<file path="config.mk">
export PLATFORM = sky130hd
export DESIGN_NAME = sweep_frequency_gen
export DESIGN_NICKNAME = d
export VERILOG_FILES = /design/src/rtl/sweep_frequency_gen.sv
export SDC_FILE = /design/constraint.sdc
export NUM_CORES = 1
export LEC_CHECK = 0
export CAP_MARGIN = 20
export CORE_AREA = 2 2 129 93
export CTS_CLUSTER_SIZE = 8
export DETAILED_ROUTE_END_ITERATION = 7
export DIE_AREA = 0 0 131 95
export PLACE_DENSITY = 0.42
export SKIP_LAST_GASP = 1
export SYNTH_ARGS = -nofsm -noshare
export SYNTH_HDL_FRONTEND = slang
export SYNTH_SLANG_ARGS = --single-unit
</file>
<file path="constraint.sdc">
create_clock -name clk -period 4.3 [get_ports clk]
set_input_delay 0.645 -clock clk [delete_from_list [all_inputs] [get_ports clk]]
set_output_delay 0.645 -clock clk [all_outputs]
set_load 0.1 [all_outputs]
</file>
<file path="src/rtl/sweep_frequency_gen.sv">
// Square-wave generator whose period is swept up or down by period>>shift on divided external ticks.
// Output toggles every (period+1) clks; tick actions land 3 clk edges after the tick is first sampled high; no backpressure.
module sweep_frequency_gen #(
    parameter int PERIOD_W   = 11,
    parameter int SHIFT_W    = 3,
    parameter int DIV_W      = 3,
    parameter int NEG_ONES   = 0,
    parameter int MIN_PERIOD = 8
) (
    input  logic                clk,
    input  logic                iReset_n,
    input  logic                iSweep_tick,
    input  logic                iSweep_enable,
    input  logic                iSweep_negate,
    input  logic [SHIFT_W-1:0]  iSweep_shift,
    input  logic [DIV_W-1:0]    iSweep_divider,
    input  logic                iSweep_reload,
    input  logic                iPeriod_load,
    input  logic [PERIOD_W-1:0] iPeriod,
    output logic                oData,
    output logic [PERIOD_W-1:0] oPeriod,
    output logic                oMute,
    output logic                oSweep_update
);

    localparam logic [PERIOD_W-1:0] MIN_P   = PERIOD_W'(MIN_PERIOD);
    localparam logic [PERIOD_W:0]   NEG_ADJ = (NEG_ONES != 0) ? {{PERIOD_W{1'b0}}, 1'b1} : '0;

    logic [PERIOD_W-1:0] curPeriod;
    logic [PERIOD_W-1:0] timer;
    logic [PERIOD_W-1:0] delta;
    logic [PERIOD_W-1:0] target;
    logic [PERIOD_W:0]   sum;
    logic [PERIOD_W:0]   diff;
    logic                overflow;
    logic                tickS1, tickS2, tickS3;
    logic                tickRise;
    logic [DIV_W-1:0]    divCnt;
    logic                reloadFlag;
    logic                update;

    assign oPeriod = curPeriod;

    // Next sweep target; a negative decrement result clamps to zero.
    always_comb begin
        delta    = curPeriod >> iSweep_shift;
        sum      = {1'b0, curPeriod} + {1'b0, delta};
        diff     = {1'b0, curPeriod} - {1'b0, delta} - NEG_ADJ;
        overflow = sum[PERIOD_W];
        target   = sum[PERIOD_W-1:0];
        if (iSweep_negate) begin
            target = diff[PERIOD_W] ? '0 : diff[PERIOD_W-1:0];
        end
    end

    assign oMute    = (curPeriod < MIN_P) | (~iSweep_negate & overflow);
    assign tickRise = tickS2 & ~tickS3;
    assign update   = tickRise & (divCnt == '0) & iSweep_enable
                    & (iSweep_shift != '0) & ~oMute;

    always_ff @(posedge clk or negedge iReset_n) begin
        if (!iReset_n) begin
            tickS1 <= 1'b0;
            tickS2 <= 1'b0;
            tickS3 <= 1'b0;
        end else begin
            tickS1 <= iSweep_tick;
            tickS2 <= tickS1;
            tickS3 <= tickS2;
        end
    end

    // A period load overrides both the timer reload and any same-clk sweep write.
    always_ff @(posedge clk or negedge iReset_n) begin
        if (!iReset_n) begin
            curPeriod <= '0;
            timer     <= '0;
            oData     <= 1'b0;
        end else begin
            if (timer == '0) begin
                oData <= oMute ? 1'b0 : ~oData;
            end
            if (iPeriod_load) begin
                curPeriod <= iPeriod;
                timer     <= iPeriod;
            end else begin
                if (update) begin
                    curPeriod <= target;
                end
                if (timer == '0) begin
                    timer <= curPeriod;
                end else begin
                    timer <= timer - 1'b1;
                end
            end
        end
    end

    // A reload request arriving with the tick itself applies to that tick.
    always_ff @(posedge clk or negedge iReset_n) begin
        if (!iReset_n) begin
            divCnt     <= '0;
            reloadFlag <= 1'b0;
        end else if (tickRise) begin
            if ((divCnt == '0) || reloadFlag || iSweep_reload) begin
                divCnt     <= iSweep_divider;
                reloadFlag <= 1'b0;
            end else begin
                divCnt <= divCnt - 1'b1;
            end
        end else if (iSweep_reload) begin
            reloadFlag <= 1'b1;
        end
    end

    always_ff @(posedge clk or negedge iReset_n) begin
        if (!iReset_n) begin
            oSweep_update <= 1'b0;
        end else begin
            oSweep_update <= update & ~iPeriod_load;
        end
    end

endmodule

</file>
After elaboration in Yosys (flattened, before gate mapping)

Cells that the tools add are included.

Order comparisons: 1
$add $sub $neg: 4
Multiply operators: 0
Reductions and logical operators: 8
Divide/modulo/power cells: 0
Equal/unequal tests: 1
Bitwise operators: 13
Shifts and indexed selects: 1
Mux-type cells: 11

Operators with widths:

| kind                  | number |
|---|---|
| $mux 11               | 6 |
| $add 11x11->12        | 1 |
| $sub 11x11->12        | 1 |
| $logic_not 11->1      | 1 |
| $lt 11x4->1 const B   | 1 |
| $shr 11x3->11         | 1 |
| $sub 11x1->11 const B | 1 |
| $and 1x1->1           | 7 |
| $not 1->1             | 5 |
| $mux 1                | 4 |
| $reduce_bool 2->1     | 2 |
| $logic_not 3->1       | 1 |
| $mux 3                | 1 |
| $reduce_bool 3->1     | 1 |
| $sub 3x1->3 const B   | 1 |
| $logic_or 1x1->1      | 2 |
| $ne 2x1->1 const B    | 1 |
| $reduce_and 2->1      | 1 |
| $or 1x1->1            | 1 |

Memory bits (read-only): 0
Memories: 0
Bits in writable memories: 0
Bits in registers: 31
Input port bits: 24
Bits in latches: 0
Output and inout port bits: 14

Logic depth before layout (Yosys ltp)

Gate-level depths: netlist of the first run.

Depth in word-level cells: 8
Depth in mapped cells: 15
Mapped depth without buffers: 14

Least setup slack after synthesis of the first run

OpenSTA, ideal clock, no wires.

Path type: input-to-output
Start point: input iSweep_shift[1]
End point: output oMute
Data required time: 3.655 ns
Cell stages on the path: 11
Arrival: 3.530 ns
Buffers on the path: 3
Path slack: 0.125 ns
Cell sequence: clkbuf_1 -> buf_1 -> mux4_2 -> mux2i_1 -> ha_1 -> buf_2 -> nor3_1 -> o21ai_0 -> a31oi_1 -> o21ai_2 -> nand2b_1

Word-level cells in the longest chain between the ends: 4

Ends and longest elaborated chain:

| what            | RTL line | RTL |
|---|---|---|
| start, declared | 15       | `input logic [SHIFT_W-1:0] iSweep_shift,` |
| $shr 11x3->11   | 46       | `delta = curPeriod >> iSweep_shift;` |
| $add 11x11->12  | 47       | `sum = {1'b0, curPeriod} + {1'b0, delta};` |
| $and 1x1->1     | 56       | `assign oMute = (curPeriod < MIN_P) \| (~iSweep_negate & overflow);` |
| $or 1x1->1      | 56       |  |
| end, declared   | 22       | `output logic oMute,` |

No other way between the ends.

Worst setup path in the final report of the first run

Same ends and word-level chain as after synthesis.

==> metrics, run 1 <==
Buffers & Inverters on Critical Path 5; CTS-repair resized insts 0; ys async rst share 100.0%; final core utilization between 30% and 40%; final global-route overflow total 0; WL per Instance between 15 and 20 microns; post-synth top area share a little over a quarter; CP Class in2out; CTS Buf Count 5; post-CTS setup buffers 0; r2r endpoint oPeriod[8]; Post-Layout Cell Count between 500 and 600; Ys Warns 0; post-synthesis sequential area ratio a little over a quarter; hold slack final 0.3527 ns; maximum clock rate roughly 0.24 GHz; Detail Placement HPWL 7.132 mm; R2R depth 12; cell internal pwr between 800 and 900 uW; status finished, final reports clean; Yosys cell types 55; Max VDD drop ~0.00017 V; logic gate share of total power between 40 and 50%; crit share post-route 95.17%; worst path cell trace clkdlybuf4s50_1 -> buf_4 -> mux2i_1 -> a21oi_1 -> inv_1 -> o21a_1 -> ha_1 -> inv_1 -> a21o_1 -> a21bo_2 -> o21ai_2 -> nand2b_1 -> buf_12; IO Port Bufs 37; Yosys top cell by area dfrtp_1; Flop pwr share between 20% and 30%; WHS Endpoint tickS2; WP data required 3.65 ns; CTS clock-pin slew for the worst setup and hold paths around 0.05 ns; Rows 33; cell family with most CP delay buffers and inverters; n_diodes 0; RSZ-0062 raised after global routing no; CP most frequent cell inv_1; H-tree Lvls 2; setup slack, reg-to-reg roughly 0.76 ns; critical path's largest stage delay ~0.52 ns; routed via count roughly 2700; met2 Use GR between 20% and 30%; number of synthesized flops with an enable pin 0; Synth area leaders dfrtp_1 (26%), ha_1 (11%), xnor2_1 (5.3%); DR DRC count 0; drt via density around 4.7; Worst EP arrival 3.45 ns; CTS sink cnt 31; syn nets between 400 and 500; drt total wl 8.941 mm; gr busiest metal met1; Antenna Violating Nets Remaining 0; reg2reg start oPeriod[7]; Hold Startpoint tickS1; DR iter-0 viols approximately 190; met3 usage 3.399%; worst hold path type reg2reg; core area roughly 0.011 sq mm; final setup violation count 0; Top-Level Pins 38; overall routing resource usage between 15 and 20%; clk_skew 0.004587 ns; Max Cap Violations 0; sw frac between 30% and 40%; Cells on Worst Hold Path 0; pwr/cell area ~370 mW/mm^2; CP max stage cell clkdlybuf4s50_1; clock share of power 29.3%; number of global-route vias before repair between 2000 and 3000; leakage power between 1.5 and 2 nW; CP max FO 12; DIE AREA 0.01245 sq mm; Tmin final a little over 4 ns; ys flop type dfrtp_1; CTS Hold Buffers Added 0; crit path capture type output port; final hold vios 0; CTS tree done; antenna violations before repair 0; layout cells sized above 1 12.32%; Placed Cells about 570; Starting Density a little over a quarter; Post-Synthesis Cell Area just under 0.003 sq mm; Die Wd 131 microns; deepest clock path buffer count 2; met1 Usage GRT about a quarter; syn avg cell area a little over 8 sq um; most frequent cells in the layout nor2_1 (37), clkdlybuf4s50_1 (35), nand2_1 (31), dfrtp_1 (31), buf_4 (29); gate count after technology mapping ~370; Clock Tree Root clkbuf_16; max-slew violations 0; die height 95 microns; crit start category input pin; synthesis-to-finish area growth 30.02%; clk_lat worst skew 0.28 ns; Pre-antenna DRT Iters 4; Slew @ Worst Pin between 0.9 and 1 ns; first-pass GRT wire length ~15 mm; flops & latches, synth 31; largest net degree at the start of global routing 32; P_sw roughly 560 uW; most common cell after layout, fill and taps aside nor2_1; placer's final routability congestion estimate approximately 0.82; Rel. slew slack a little over a third; NumNets Final approximately 470
## logic make-up after synthesis
group | synth area share [%]
fa+ha+maj | 12.36
xor+xnor | 6.816
buf+inv | 6.731
compound gates | 22.19
simple gates | 20.70
flops | 26.25
mux | 4.953
## synth_stat cells (6+ instances only)
cell type and n:
xnor2_1 18, nand2_1 31, o31ai_1 10, dfrtp_1 31, nor3_1 11, o21ai_1 11
clkbuf_1 11, nor2_1 37, a21oi_1 22, o21ai_0 18, nor2b_1 7, ha_1 26
mux2i_1 9, nand3b_1 6, nand2b_1 11, inv_1 28
## power groups by stage
stage | Sequential (mW) | Combinational, mW | Clock, mW
finish | 0.376 | 0.634 | 0.419
global route | 0.383 | 0.696 | 0.448
CTS | 0.377 | 0.632 | 0.429
detailed placement | 0.382 | 0.627 | 0
global placement | 0.382 | 0.635 | 0
floorplan | 0.456 | 0.342 | 0
## routing by layer
layer / up-vias / wire [microns]
li1: 1393 / -
met1: 1287 / 5161
met2: 61 / 3356
met3: 7 / 392
met4: 0 / 31
met5: - / 0
## worst register-to-register path: cells and delay by family (launching register included)
kind	cells	cell delay, ns
adders and majority gates	2	0.64
DFF	1	0.51
AOI/OAI and AO/OA	5	1.17
muxes	1	0.56
and+or+nand+nor	3	0.44
xor gates and xnor gates	1	0.08
## area by class of cell
class / count / area, sq um
fill: 1189 / 7512
multi-input combinational: 288 / 1987
sequential: 31 / 775.7
timing repair buffer: 66 / 600.6
tap: 157 / 196.4
clock buffer: 6 / 138.9
inverter: 29 / 108.9
clock inverter: 2 / 35.03
## metrics by stage
| stage | area, sq um | TNS, ns | power, mW | setup slack [ns] |
|---|---|---|---|---|
| finish | 3842 | 0 | 1.430 | 0.2076 |
| global placement | 3660 | 0 | 1.017 | 0.009266 |
| CTS | 3834 | 0 | 1.438 | 0.06676 |
| detailed placement | 3660 | -0.01641 | 1.009 | -0.01641 |
| floorplan | 2955 | 0 | 0.7979 | 0.1246 |
| global route | 3842 | 0 | 1.527 | 0.04528 |
## worst max-delay path by stage
stage	startpoint	endpoint	depth (start not counted)
after floorplan	iSweep_shift[1]	oMute	11
after global placement	iSweep_shift[0]	oPeriod[8]	13
after detailed placement	iSweep_shift[0]	oPeriod[8]	13
after CTS	iSweep_shift[0]	oMute	10
after global routing	iSweep_shift[1]	oMute	13
final	iSweep_shift[1]	oMute	13
Note: power is estimated with default switching activity, not from simulation.
==> run 2: changes to the inputs <==
Settings changed: CAP_MARGIN 20 to unset, CORE_AREA 2 2 129 93 to 2 2 90 66, DIE_AREA 0 0 131 95 to 0 0 92 68, PLACE_DENSITY 0.42 to 0.77.
==> run 2 against run 1 <==
  * Global-route usage rose by 12 points
  * First-iteration DRC count fell by 6.8%
  * Worst hold slack got worse by 0.0025 ns
  * Design area fell by 7.8%
  * Total power fell by 13%
  * Critical path type unchanged
  * Highest routed layer unchanged
  * Clock-buffer cell count rose by 2
  * Sequential share of layout area rose by 1.7 points
  * Critical path depth fell by 3
  * Register-to-register slack got worse by 0.13 ns
==> metrics, run 2 (synthesis gave the netlist of run 1 again) <==
Top-Level Pins 38 (unchanged); CP Class in2out; Post-DP Area 0.003422 sq mm (-6.5%); R2R depth 12 (unchanged); CP Depth 10 (-3); Final Cell Area 0.003542 sq mm (-7.8%); cell family with most CP delay buffers and inverters; Max Cap Violations 0 (unchanged); CTS sink cnt 31 (unchanged); final hold vios 0 (unchanged); placer's final routability congestion estimate 0.9513 (+16%); Rows 23 (-30%); Worst EP arrival 3.31 ns (-0.14 ns); first-pass GRT wire length 13.12 mm (-9.5%); DR DRC count 0 (unchanged); leakage power 1.609 nW (-6.2%); CP max stage cell clkdlybuf4s50_1; clk_skew 0.004302 ns (-0.0002853 ns); RSZ-0062 raised after global routing no; final global-route overflow total 0 (unchanged); crit path capture type output port; maximum clock rate 0.2531 GHz (+3.6%); most common cell after layout, fill and taps aside nor2_1; clk_lat worst skew 0.29 ns (about the same); overall routing resource usage 27.23% (+12 points); crit start category input pin; synthesis-to-finish area growth 19.86%; Antenna Violating Nets Remaining 0 (unchanged); H-tree Lvls 2 (unchanged); CTS Hold Buffers Added 0 (unchanged); Starting Density 54.05% (+28 points); DIE AREA 0.006256 sq mm (-50%); critical path's largest stage delay 0.87 ns (+0.35 ns); final setup violation count 0 (unchanged); worst path cell trace clkdlybuf4s50_1 -> nand3_1 -> o21a_1 -> ha_1 -> inv_1 -> a21o_1 -> a21bo_2 -> o21ai_2 -> nand2b_1 -> buf_12; die height 68 microns (-28%); max-slew violations 0 (unchanged); WL per Instance 16.28 microns (+5.4%); Detail Placement HPWL 6.017 mm (-16%); routed via count 2809 (+2.2%); drt via density 5.852 (+23%); final core utilization 64.78% (+31 points); Pre-antenna DRT Iters 5 (+1); CTS clock-pin slew for the worst setup and hold paths 0.07 ns (+0.02 ns); Clock Tree Root clkbuf_8; core area 0.005468 sq mm (-52%); drt total wl 7.816 mm (-13%); status finished, final reports clean; layout cells sized above 1 8.642% (-3.7 points); CTS Buf Count 5 (unchanged); DR iter-0 viols 179 (-6.8%); Max VDD drop 0.0002082 V (+19%); Die Wd 92 microns (-30%); IO Port Bufs 37 (unchanged); CP max FO 17 (+5); crit share post-route 91.89% (-3.3 points); worst hold path type reg2reg; Cells on Worst Hold Path 0 (unchanged); Rel. slew slack 28.28% (-6.6 points); largest net degree at the start of global routing 36 (+13%); pwr/cell area 349.3 mW/mm^2 (-6.2%); most frequent cells in the layout nor2_1 (37), clkdlybuf4s50_1 (34), nand2_1 (31), dfrtp_1 (31), inv_1 (28); Buffers & Inverters on Critical Path 3 (-2); Slew @ Worst Pin 1.072 ns (+0.09866 ns); number of global-route vias before repair 2621 (-0.61%); Tmin final 3.951 ns (-0.1411 ns); antenna violations before repair 0 (unchanged); deepest clock path buffer count 2 (unchanged); n_diodes 0 (unchanged); WP data required 3.65 ns (about the same); NumNets Final 456 (-3.6%); CTS tree done
## run 2: cell count changes in the layout (fill, tap and decap cells not counted), sizes merged
cell / before / now
clkinv: 2 / 1
clkdlybuf4s50: 35 / 34
clkbuf: 6 / 8
dlymetal6s2s: 1 / 2
bufinv: 1 / 0
buf: 30 / 13
## run 2: what timing repair did
| action | CTS | global route |
|---|---|---|
| resized for setup | 1 | 6 |
| pin swaps | 1 | 0 |
| gates cloned | 0 | 0 |
| buffers inserted | 1 | 0 |
| setup endpoints to repair | 1 | 4 |
## run 2: cell type report
type,instances,area (sq um)
fill,488,1926
tap,75,93.84
sequential,31,775.7
multi-input combinational,288,1988
inverter,29,108.9
timing repair buffer,49,475.5
clock buffer,8,100.1
## run 2: worst reg2reg max path, cell delays in order (launching register included)
cell      delay, ns
dfrtp_1        0.51
mux4_2         0.56
nand2_1        0.08
o21ai_0        0.20
ha_1           0.30
fa_1           0.40
nor2b_1        0.17
o21ai_0        0.27
nand3_1        0.21
a31oi_1        0.24
xnor2_1        0.10
a221oi_1       0.38
o31ai_1        0.11
## run 2: worst paths after layout
| path | start | end | slack (ns) |
|---|---|---|---|
| setup / recovery | iSweep_shift[2] | oMute | 0.35 |
| hold / removal | tickS1 | tickS2 | 0.35 |
| setup reg to reg | oPeriod[7] | oPeriod[8] | 0.63 |
| hold reg to reg | tickS1 | tickS2 | 0.35 |
| max in group asynchronous | iReset_n | oSweep_update | 3.27 |
| min in group asynchronous | iReset_n | oPeriod[1] | 0.74 |
## run 2: report_power, final
group          total (mW)  switching, mW  internal (mW)
combinational       0.602          0.364          0.238
clock               0.260          0.114          0.146
sequential          0.376         0.0504          0.325
## run 2: layer usage
layer | vias up | GRT usage, % | routed length [microns]
li1 | 1364 | - | -
met1 | 1340 | 41.40 | 3972
met2 | 92 | 40.07 | 3316
met3 | 13 | 4.185 | 418
met4 | 0 | 7.836 | 109
met5 | - | 0 | 0
## run 2: per-stage QoR
step	setup TNS (ns)	total power, mW	setup slack, ns	hold WS [ns]	instances
2_1_floorplan	0	0.7979	0.1246	0.3312	366
3_3_place_gp	-0.02900	0.9620	-0.02900	0.3346	471
3_5_place_dp	-0.1591	0.9685	-0.09792	0.3417	471
4_1_cts	0	1.229	0.04513	0.3547	480
5_1_grt	0	1.316	0.1559	0.3500	480
6_report	0	1.237	0.3487	0.3503	480
